## src/rtl/ffmul_pkg.sv

```systemverilog
// Shared definitions for the ffmul transaction sequencer: field codes,
// sequencer states and per-field beat/width lookups.
package ffmul_pkg;

  typedef enum logic [1:0] {
    FF409 = 2'd0,
    FF233 = 2'd1,
    FF193 = 2'd2,
    FF113 = 2'd3
  } ff_op_e;

  typedef enum logic [2:0] {
    IDLE,
    LOAD_A,
    LOAD_B,
    MUL,
    DRAIN
  } seq_state_e;

  // Widest field supported by the multiplier, and beat index width.
  localparam int unsigned FW_MAX = 409;
  localparam int unsigned IDX_W  = 4;

  // Number of 32-bit beats per operand/result for a field.
  function automatic logic [IDX_W-1:0] ff_beats(input ff_op_e op);
    case (op)
      FF409:   return 4'd13;
      FF233:   return 4'd8;
      FF193:   return 4'd7;
      default: return 4'd4;
    endcase
  endfunction

  // Field width in bits.
  function automatic int unsigned ff_width(input ff_op_e op);
    case (op)
      FF409:   return 409;
      FF233:   return 233;
      FF193:   return 193;
      default: return 113;
    endcase
  endfunction

endpackage

```

## src/rtl/ffmul_seq_regfile.sv

```systemverilog
// Operand A/B and result storage with beat-indexed write/read and
// field-width masking of everything presented to the outside.
module ffmul_seq_regfile
  import ffmul_pkg::*;
#(
  parameter int unsigned DW   = 32,
  parameter int unsigned MAXW = 13
) (
  input  logic              clk,
  input  logic              rst,
  input  ff_op_e            op_i,
  input  logic              clr_ab_i,
  input  logic              wr_a_i,
  input  logic              wr_b_i,
  input  logic [IDX_W-1:0]  idx_i,
  input  logic [DW-1:0]     wr_data_i,
  input  logic              res_we_i,
  input  logic [FW_MAX-1:0] res_i,
  output logic [FW_MAX-1:0] mul_a_o,
  output logic [FW_MAX-1:0] mul_b_o,
  output logic [DW-1:0]     rd_data_o
);

  localparam int unsigned BW = $clog2(DW);

  if (MAXW * DW < FW_MAX) begin : g_maxw_chk
    $error("ffmul_seq_regfile: MAXW*DW must cover the widest field");
  end

  logic [FW_MAX-1:0] a_q, a_d, b_q, b_d, res_q, res_d;
  logic [FW_MAX-1:0] mask;

  // Bits below the latched field width are live; the rest read as 0.
  always_comb begin
    mask = '0;
    for (int unsigned i = 0; i < FW_MAX; i++) begin
      mask[i] = (i < ff_width(op_i));
    end
  end

  // Beat write: only the 409 stored bits are addressable, so the pad bits
  // of the top beat are dropped on write rather than stored.
  always_comb begin
    a_d = a_q;
    b_d = b_q;
    if (clr_ab_i) begin
      a_d = '0;
      b_d = '0;
    end
    for (int unsigned i = 0; i < FW_MAX; i++) begin
      if (idx_i == IDX_W'(i / DW)) begin
        if (wr_a_i) a_d[i] = wr_data_i[BW'(i % DW)];
        if (wr_b_i) b_d[i] = wr_data_i[BW'(i % DW)];
      end
    end
    res_d = res_we_i ? res_i : res_q;
  end

  // Storage registers.
  always_ff @(posedge clk or posedge rst) begin
    if (rst) begin
      a_q   <= '0;
      b_q   <= '0;
      res_q <= '0;
    end else begin
      a_q   <= a_d;
      b_q   <= b_d;
      res_q <= res_d;
    end
  end

  // Beat read of the masked result; missing top-beat bits stay 0.
  always_comb begin
    rd_data_o = '0;
    for (int unsigned i = 0; i < FW_MAX; i++) begin
      if (idx_i == IDX_W'(i / DW)) begin
        rd_data_o[BW'(i % DW)] = res_q[i] & mask[i];
      end
    end
  end

  assign mul_a_o = a_q & mask;
  assign mul_b_o = b_q & mask;

endmodule

```

## src/rtl/ffmul_seq_ctl.sv

```systemverilog
// Streaming front end for the shared ffmul multiplier: command, A/B operand
// beats in, multiplier handshake, result beats out.
// Optional MUL-state timeout abort enabled by defining FFSEQ_TIMEOUT_EN.
module ffmul_seq_ctl
  import ffmul_pkg::*;
#(
  parameter int unsigned DW      = 32,
  parameter int unsigned MAXW    = 13,
  parameter int unsigned TIMEOUT = 1024
) (
  input  logic              clk,
  input  logic              rst,
  input  logic              cmd_valid_i,
  output logic              cmd_ready_o,
  input  logic [1:0]        cmd_op_i,
  input  logic              in_valid_i,
  output logic              in_ready_o,
  input  logic [31:0]       in_data_i,
  output logic              out_valid_o,
  input  logic              out_ready_i,
  output logic [31:0]       out_data_o,
  output logic              out_last_o,
  output logic              busy_o,
  output logic [408:0]      mul_a_o,
  output logic [408:0]      mul_b_o,
  output logic [1:0]        mul_op_o,
  output logic              mul_en_o,
  input  logic [408:0]      mul_result_i,
  input  logic              mul_finish_p_i,
  output logic              err_o
);

  if (DW != 32) begin : g_dw_chk
    $error("ffmul_seq_ctl: DW must be 32");
  end
  if (TIMEOUT < 2) begin : g_timeout_chk
    $error("ffmul_seq_ctl: TIMEOUT must be at least 2");
  end

  seq_state_e       state_q, state_d;
  ff_op_e           op_q, op_d;
  logic [IDX_W-1:0] idx_q, idx_d;
  logic [IDX_W-1:0] n_beats;
  logic             last_idx;
  logic             cmd_rdy, clr_ab, wr_a, wr_b, res_we;
  logic             tmo;

  assign n_beats  = ff_beats(op_q);
  assign last_idx = (idx_q == n_beats - 1'b1);

`ifdef FFSEQ_TIMEOUT_EN
  localparam int unsigned CW = $clog2(TIMEOUT) + 1;
  logic [CW-1:0] cnt_q, cnt_d;
  logic          err_q, err_d;

  assign tmo = (cnt_q == CW'(TIMEOUT - 1));

  // Cycle counter is held at 0 outside MUL, so it starts from 0 on entry;
  // a finish pulse on the timeout cycle takes priority over the abort.
  always_comb begin
    cnt_d = (state_q == MUL) ? cnt_q + 1'b1 : '0;
    err_d = (state_q == MUL) && tmo && !mul_finish_p_i;
  end

  // Timeout counter and error pulse registers.
  always_ff @(posedge clk or posedge rst) begin
    if (rst) begin
      cnt_q <= '0;
      err_q <= 1'b0;
    end else begin
      cnt_q <= cnt_d;
      err_q <= err_d;
    end
  end

  assign err_o = err_q;
`else
  assign tmo   = 1'b0;
  assign err_o = 1'b0;
`endif

  // Next-state, beat index and handshake decode.
  always_comb begin
    state_d     = state_q;
    idx_d       = idx_q;
    op_d        = op_q;
    cmd_rdy     = 1'b0;
    in_ready_o  = 1'b0;
    out_valid_o = 1'b0;
    mul_en_o    = 1'b0;
    clr_ab      = 1'b0;
    wr_a        = 1'b0;
    wr_b        = 1'b0;
    res_we      = 1'b0;
    case (state_q)
      IDLE: begin
        cmd_rdy = 1'b1;
        if (cmd_valid_i) begin
          op_d    = ff_op_e'(cmd_op_i);
          clr_ab  = 1'b1;
          idx_d   = '0;
          state_d = LOAD_A;
        end
      end
      LOAD_A: begin
        in_ready_o = 1'b1;
        if (in_valid_i) begin
          wr_a = 1'b1;
          if (last_idx) begin
            idx_d   = '0;
            state_d = LOAD_B;
          end else begin
            idx_d = idx_q + 1'b1;
          end
        end
      end
      LOAD_B: begin
        in_ready_o = 1'b1;
        if (in_valid_i) begin
          wr_b = 1'b1;
          if (last_idx) begin
            idx_d   = '0;
            state_d = MUL;
          end else begin
            idx_d = idx_q + 1'b1;
          end
        end
      end
      MUL: begin
        mul_en_o = 1'b1;
        if (mul_finish_p_i) begin
          res_we  = 1'b1;
          idx_d   = '0;
          state_d = DRAIN;
        end else if (tmo) begin
          state_d = IDLE;
        end
      end
      DRAIN: begin
        out_valid_o = 1'b1;
        if (out_ready_i) begin
          if (last_idx) begin
            idx_d   = '0;
            state_d = IDLE;
          end else begin
            idx_d = idx_q + 1'b1;
          end
        end
      end
      default: state_d = IDLE;
    endcase
  end

  // Sequencer state, latched field code and beat index.
  always_ff @(posedge clk or posedge rst) begin
    if (rst) begin
      state_q <= IDLE;
      op_q    <= FF409;
      idx_q   <= '0;
    end else begin
      state_q <= state_d;
      op_q    <= op_d;
      idx_q   <= idx_d;
    end
  end

  // IDLE normally advertises ready; masked by reset so every output reads 0.
  assign cmd_ready_o = cmd_rdy && !rst;
  assign out_last_o  = out_valid_o && last_idx;
  assign busy_o      = (state_q != IDLE);
  assign mul_op_o    = op_q;

  ffmul_seq_regfile #(
    .DW   (DW),
    .MAXW (MAXW)
  ) u_regfile (
    .clk       (clk),
    .rst       (rst),
    .op_i      (op_q),
    .clr_ab_i  (clr_ab),
    .wr_a_i    (wr_a),
    .wr_b_i    (wr_b),
    .idx_i     (idx_q),
    .wr_data_i (in_data_i),
    .res_we_i  (res_we),
    .res_i     (mul_result_i),
    .mul_a_o   (mul_a_o),
    .mul_b_o   (mul_b_o),
    .rd_data_o (out_data_o)
  );

endmodule

```

## config.mk

```make
export PLATFORM = sky130hd
export DESIGN_NAME = ffmul_seq_ctl
export DESIGN_NICKNAME = d
export VERILOG_FILES = /design/src/rtl/ffmul_pkg.sv /design/src/rtl/ffmul_seq_regfile.sv /design/src/rtl/ffmul_seq_ctl.sv
export SDC_FILE = /design/constraint.sdc
export NUM_CORES = 2
export LEC_CHECK = 0
export BUFFER_PORTS_ARGS = -buffer_cell sky130_fd_sc_hd__buf_4
export CAP_MARGIN = 5
export CORE_AREA = 2 2 507 509
export CTS_CLUSTER_SIZE = 14
export DETAILED_ROUTE_END_ITERATION = 10
export DIE_AREA = 0 0 509 511
export PLACE_DENSITY = 0.37
export SLEW_MARGIN = 20
export SYNTH_ARGS = -nofsm -noshare
export SYNTH_HDL_FRONTEND = slang
export SYNTH_SLANG_ARGS = --single-unit
```

## constraint.sdc

```tcl
create_clock -name clk -period 91.9 [get_ports clk]
set_input_delay 4.595 -clock clk [delete_from_list [all_inputs] [get_ports clk]]
set_output_delay 4.595 -clock clk [all_outputs]
set_load 0.05 [all_outputs]
```

; ---- Yosys cells after proc, flatten, opt, wreduce, memory -nomap -nowiden
; Cells that the tools add are included.
[totals]
regBits = 1236
output_inout_bits = 859
[op_classes]
add_sub_neg = 2
order_cmp = 409
eq_ne = 28
mux = 2075
bitwise = 411
reduce_logical = 12
[ops]
columns = operator, count
row1 = 2-to-1 mux 1 bit, 2056
row2 = < comparator 9 bit (first input constant), 153
row3 = < comparator 8 x 9 -> 1 bit (first input constant), 128
row4 = bitwise AND 409 bit, 2
row5 = 2-to-1 mux 409 bit, 2
row6 = < comparator 7 x 9 -> 1 bit (first input constant), 64
row7 = bitwise AND 1 bit, 409
row8 = < comparator 6 x 9 -> 1 bit (first input constant), 32
row9 = < comparator 5 x 9 -> 1 bit (first input constant), 16
row10 = < comparator 4 x 9 -> 1 bit (first input constant), 8
row11 = < comparator 3 x 9 -> 1 bit (first input constant), 4
row12 = case mux 9 bit (3 select lines), 1
row13 = 2-to-1 mux 3 bit, 8
row14 = == test 4 bit (second input constant), 5
row15 = 2-to-1 mux 4 bit, 5
row16 = < comparator 1 x 9 -> 1 bit (first input constant), 2
row17 = < comparator 2 x 9 -> 1 bit (first input constant), 2
row18 = == test 4 x 3 -> 1 bit (second input constant), 4
row19 = inequality test 2 bit (second input constant), 8
row20 = case mux 4 bit (4 select lines), 1
row21 = case mux 3 bit (5 select lines), 1
row22 = case mux 4 bit (3 select lines), 1
row23 = == test 4 x 2 -> 1 bit (second input constant), 2
row24 = AND reduction 8 bit, 1
row25 = other kinds (20), 22

; ---- Longest topological paths before layout
[depth]
word_depth = 17
mapped_depth = 11

; ---- Hierarchy
; Synthesis repeated with hierarchy kept, for this count alone.
[unflattened]
hier_cells = 5872
area_unflattened_um2 = 57936.8
[by_module_without_submodules]
columns = mod, instances, cells_each, area_per_inst_um2, seq_area_each_um2
row1 = ffmul_seq_regfile, 1, 5798, 57293.7, 30704.4
row2 = ffmul_seq_ctl, 1, 74, 643.1, 225.2

; ---- Worst setup path after synthesis
; No wires, ideal clock.
[synth_timing]
kind = input-to-output
start = input port rst
end = output port cmd_ready_o
t_arrival_ns = 5.249
required_ns = 87.305
setup_slack_ns = 82.056
stages = 1
n_path_buf = 0
cell_sequence = nor2_1
[synth_between]
elab_chain_len = 2
[synth_rtl]
columns = item, line
row1 = start: declaration, ffmul_seq_ctl.sv:12  ; input logic rst,
row2 = logical NOT 1 bit (no source line), n/a
row3 = logical AND 1 bit, ffmul_seq_ctl.sv:168  ; assign cmd_ready_o = cmd_rdy && !rst;
row4 = end: declaration, ffmul_seq_ctl.sv:14  ; output logic cmd_ready_o,
; No other way between the ends.

; ---- Worst setup path after layout
; Same ends and word-level chain as after synthesis.

==> impl_metrics.ini <==
[synth]
synth_nets = 4812
syn_area_um2 = 53800
synth_warnings = 0
ys_ff_latch = 1236
synth_edf_count = 0
ys_types = 66
synthCells = 4352
synth-main-ff-cell = dfrtp_1
synthArstFlopShare_pct = 100
syn_area_per_cell_um2 = 12.4
synth_area_leaders = dfrtp_1 (57%), a22o_1 (14%), mux2_2 (8.6%), and2_1 (7.8%), clkbuf_1 (2.0%)
ys_seq_area_share_pct = 57.5
yosys.area.top_type = dfrtp_1
synth_top_area_share_pct = 57.5

[clock_network]
root_buffer = clkbuf_16
clk_pin_slew_worst_paths_ns = 0.06
cts.sinks = 1236
post_cts_resized = 0
cts_hold_buf = 0
h-tree-depth = 4
clockBufferDepth = 3
cts_tree = built
post-cts-setup-buffers = 0
clk_latency_ns = 0.82
cts_buffers = 156

[worst_setup_path]
cp_cell_sequence = buf_4 -> nor2_1 -> buf_4 -> buf_4
critical_path_required_ns = 87.31
path_class = input pin to output pin
start_kind = input pin
crit_buf_inv = 3
crit_fanout = 2
slowest_stage = nor2_1
crit_arrival_ns = 5.36
cpMostUsedCell = buf_4
cp_top_family = buffers and inverters
cp-end-kind = output pin
max_stage_delay_ns = 0.20

[status]
outcome = completed

[timing]
drv_slew = 0
slew_headroom_pct = 16.1
setup_viol = 0
min_period_ns = 9.96
final.period_utilization_pct = 10.8
hold_ws_ns = 0.488
finalHoldViolCount = 0
max_freq_mhz = 100
setup_tns_ns = 0
timing.final.ws_setup_ns = 81.94
clock_skew_ns = 0.0478
worst_pin_slew_ns = 1.26
grt_setup_unrepaired = false

[layout]
fill_cells = 26573
layout.nets = 5914
area_growth_pct = 34.5
drive_gt1_share_pct = 38.3
fin_area_um2 = 72400

[grt]
antenna_found_initial = 89
gr-total-overflow = 0
grt_util_all_layers_pct = 21.3
grt_pass1_vias = 43275
grt_pass1_wl_um = 386000
grt_max_degree = 193

[die]
row_count = 186
io_pins = 1308
die-width_um = 509
core_um2 = 255000
start_util_pct = 21.1
dieArea_um2 = 260000
die_h_um = 511

[power_and_ir_drop]
sw_frac_of_total_pct = 39.8
power_mw = 2.02
max-vdd-ir-drop_mv = 0.0239
clock_power_share_pct = 30.4
comb_power_share_pct = 32.9
pwr-share-seq_pct = 36.7
p_switching_uw = 804
p_leak_nw = 34.8
p_int_mw = 1.22
powerDensity_nw_per_um2 = 27.9

[detailed_routing]
drt_iter0_drc = 3402
wl_um = 286000
wl_per_cell_um = 31.8
vias = 42490
ant_nets = 0
drc = 0
vias_per_cell = 4.73
first_pass_iters = 6

[flow_run]
cap_violations = 0

[place]
dp_worst_setup_slack_ns = 81.90
gp_congestion = 0.820
dpl.hpwl_um = 199000
dpl-instance-area_um2 = 67200
portBuffers = 1306

[hold_path]
hp-class = flop to flop
## flip-flops by register name, summed over array words and instances (netlist names)
name,flops
state_q,3
u_regfile.a_q,409
mul_op_o,2
u_regfile.res_q,409
idx_q,4
u_regfile.b_q,409
## logic make-up after synthesis
group	Yosys count	share of synthesized area, %
fa+ha+maj	11	0.256
mux	412	8.61
compound gates	1171	18.3
flops	1236	57.5
buf+inv	472	3.73
other cells	1	0.00697
simple gates	1046	11.6
xor+xnor	3	0.0488
## placed cells by master, fill, tap and decap left out, drive strengths merged, types with 12 or more instances in the layout
cell,n
nor2,87
inv,18
a22oi,34
a21oi,33
and2,668
dfrtp,1236
o21ai,67
nor2b,163
diode,34
buf,1404
clkbuf,227
a221o,14
a221oi,31
clkinv,34
o22ai,12
nand3,20
a222oi,38
a22o,849
nand2,59
a32o,14
mux2,409
## worst reg2reg max path: cells and delay by family (launching register included)
kind | cells | cell delay (ns)
buffers and inverters | 3 | 2.45
DFF | 1 | 0.52
muxes | 1 | 0.52
and+or+nand+nor | 2 | 1.11
## stage by stage
| stage | instances | utilization [%] |
|---|---|---|
| floorplan | 4352 | - |
| global placement | 8676 | 26.3 |
| detailed placement | 8677 | 26.3 |
| CTS | 8951 | 28.3 |
| global route | 8961 | 28.3 |
| finish | 8988 | 28.4 |
## power by group through the flow
stage	logic, mW	registers (mW)	clock network, mW
3_5_place_dp	0.678	0.753	0
2_1_floorplan	0.414	0.712	0
5_1_grt	0.706	0.753	0.655
6_report	0.666	0.742	0.614
4_1_cts	0.679	0.743	0.632
3_3_place_gp	0.674	0.751	0
## routing by layer
metal | vias to the layer above | track usage [%] | wire [um]
met4 | 86 | 6.85 | 9540
met5 | - | 0 | 540
li1 | 18078 | - | -
met1 | 22171 | 25.6 | 114000
met2 | 1728 | 35.6 | 139000
met3 | 427 | 6.82 | 23100
## worst paths after layout
path	startpoint	endpoint	slack, ns	cells past startpoint
setup / recovery	rst	cmd_ready_o	81.94	4
hold / removal	u_regfile.a_q[84]	u_regfile.a_q[84]	0.49	1
setup reg to reg	state_q[0]	u_regfile.res_q[397]	87.20	6
hold reg to reg	u_regfile.a_q[84]	u_regfile.a_q[84]	0.49	1
max in group asynchronous	rst	u_regfile.b_q[378]	83.62	7
min in group asynchronous	rst	idx_q[2]	3.93	2
## layout make-up
class	count	area [um2]	share of cell area, %
diodes	34	85.1	0.117
repair buffers	1404	10700	14.7
clock buffers	227	4500	6.22
flip-flops and latches	1236	30900	42.7
inverters	12	52.6	0.0726
well taps	3384	4230	5.85
clock inverters	47	520	0.719
multi-input cells	2644	21400	29.6
## synthesized netlist by cell type (all sizes together) (8+ instances only)
cell type and instances:
nand2 59, a221o 14, mux2 409, o22ai 12, nand3 20, nor3 11
and2 668, buf 170, a221oi 31, o21a 10, inv 11, nor2b 163
o211ai 9, a32o 14, a22o 849, nor2 87, ha 11, dfrtp 1236
a21o 11, a31oi 8, a22oi 34, clkbuf 290, o21ai 67, a222oi 38
a21oi 33, a32oi 11, o221ai 9
Note: power is estimated with default switching activity, not from simulation.
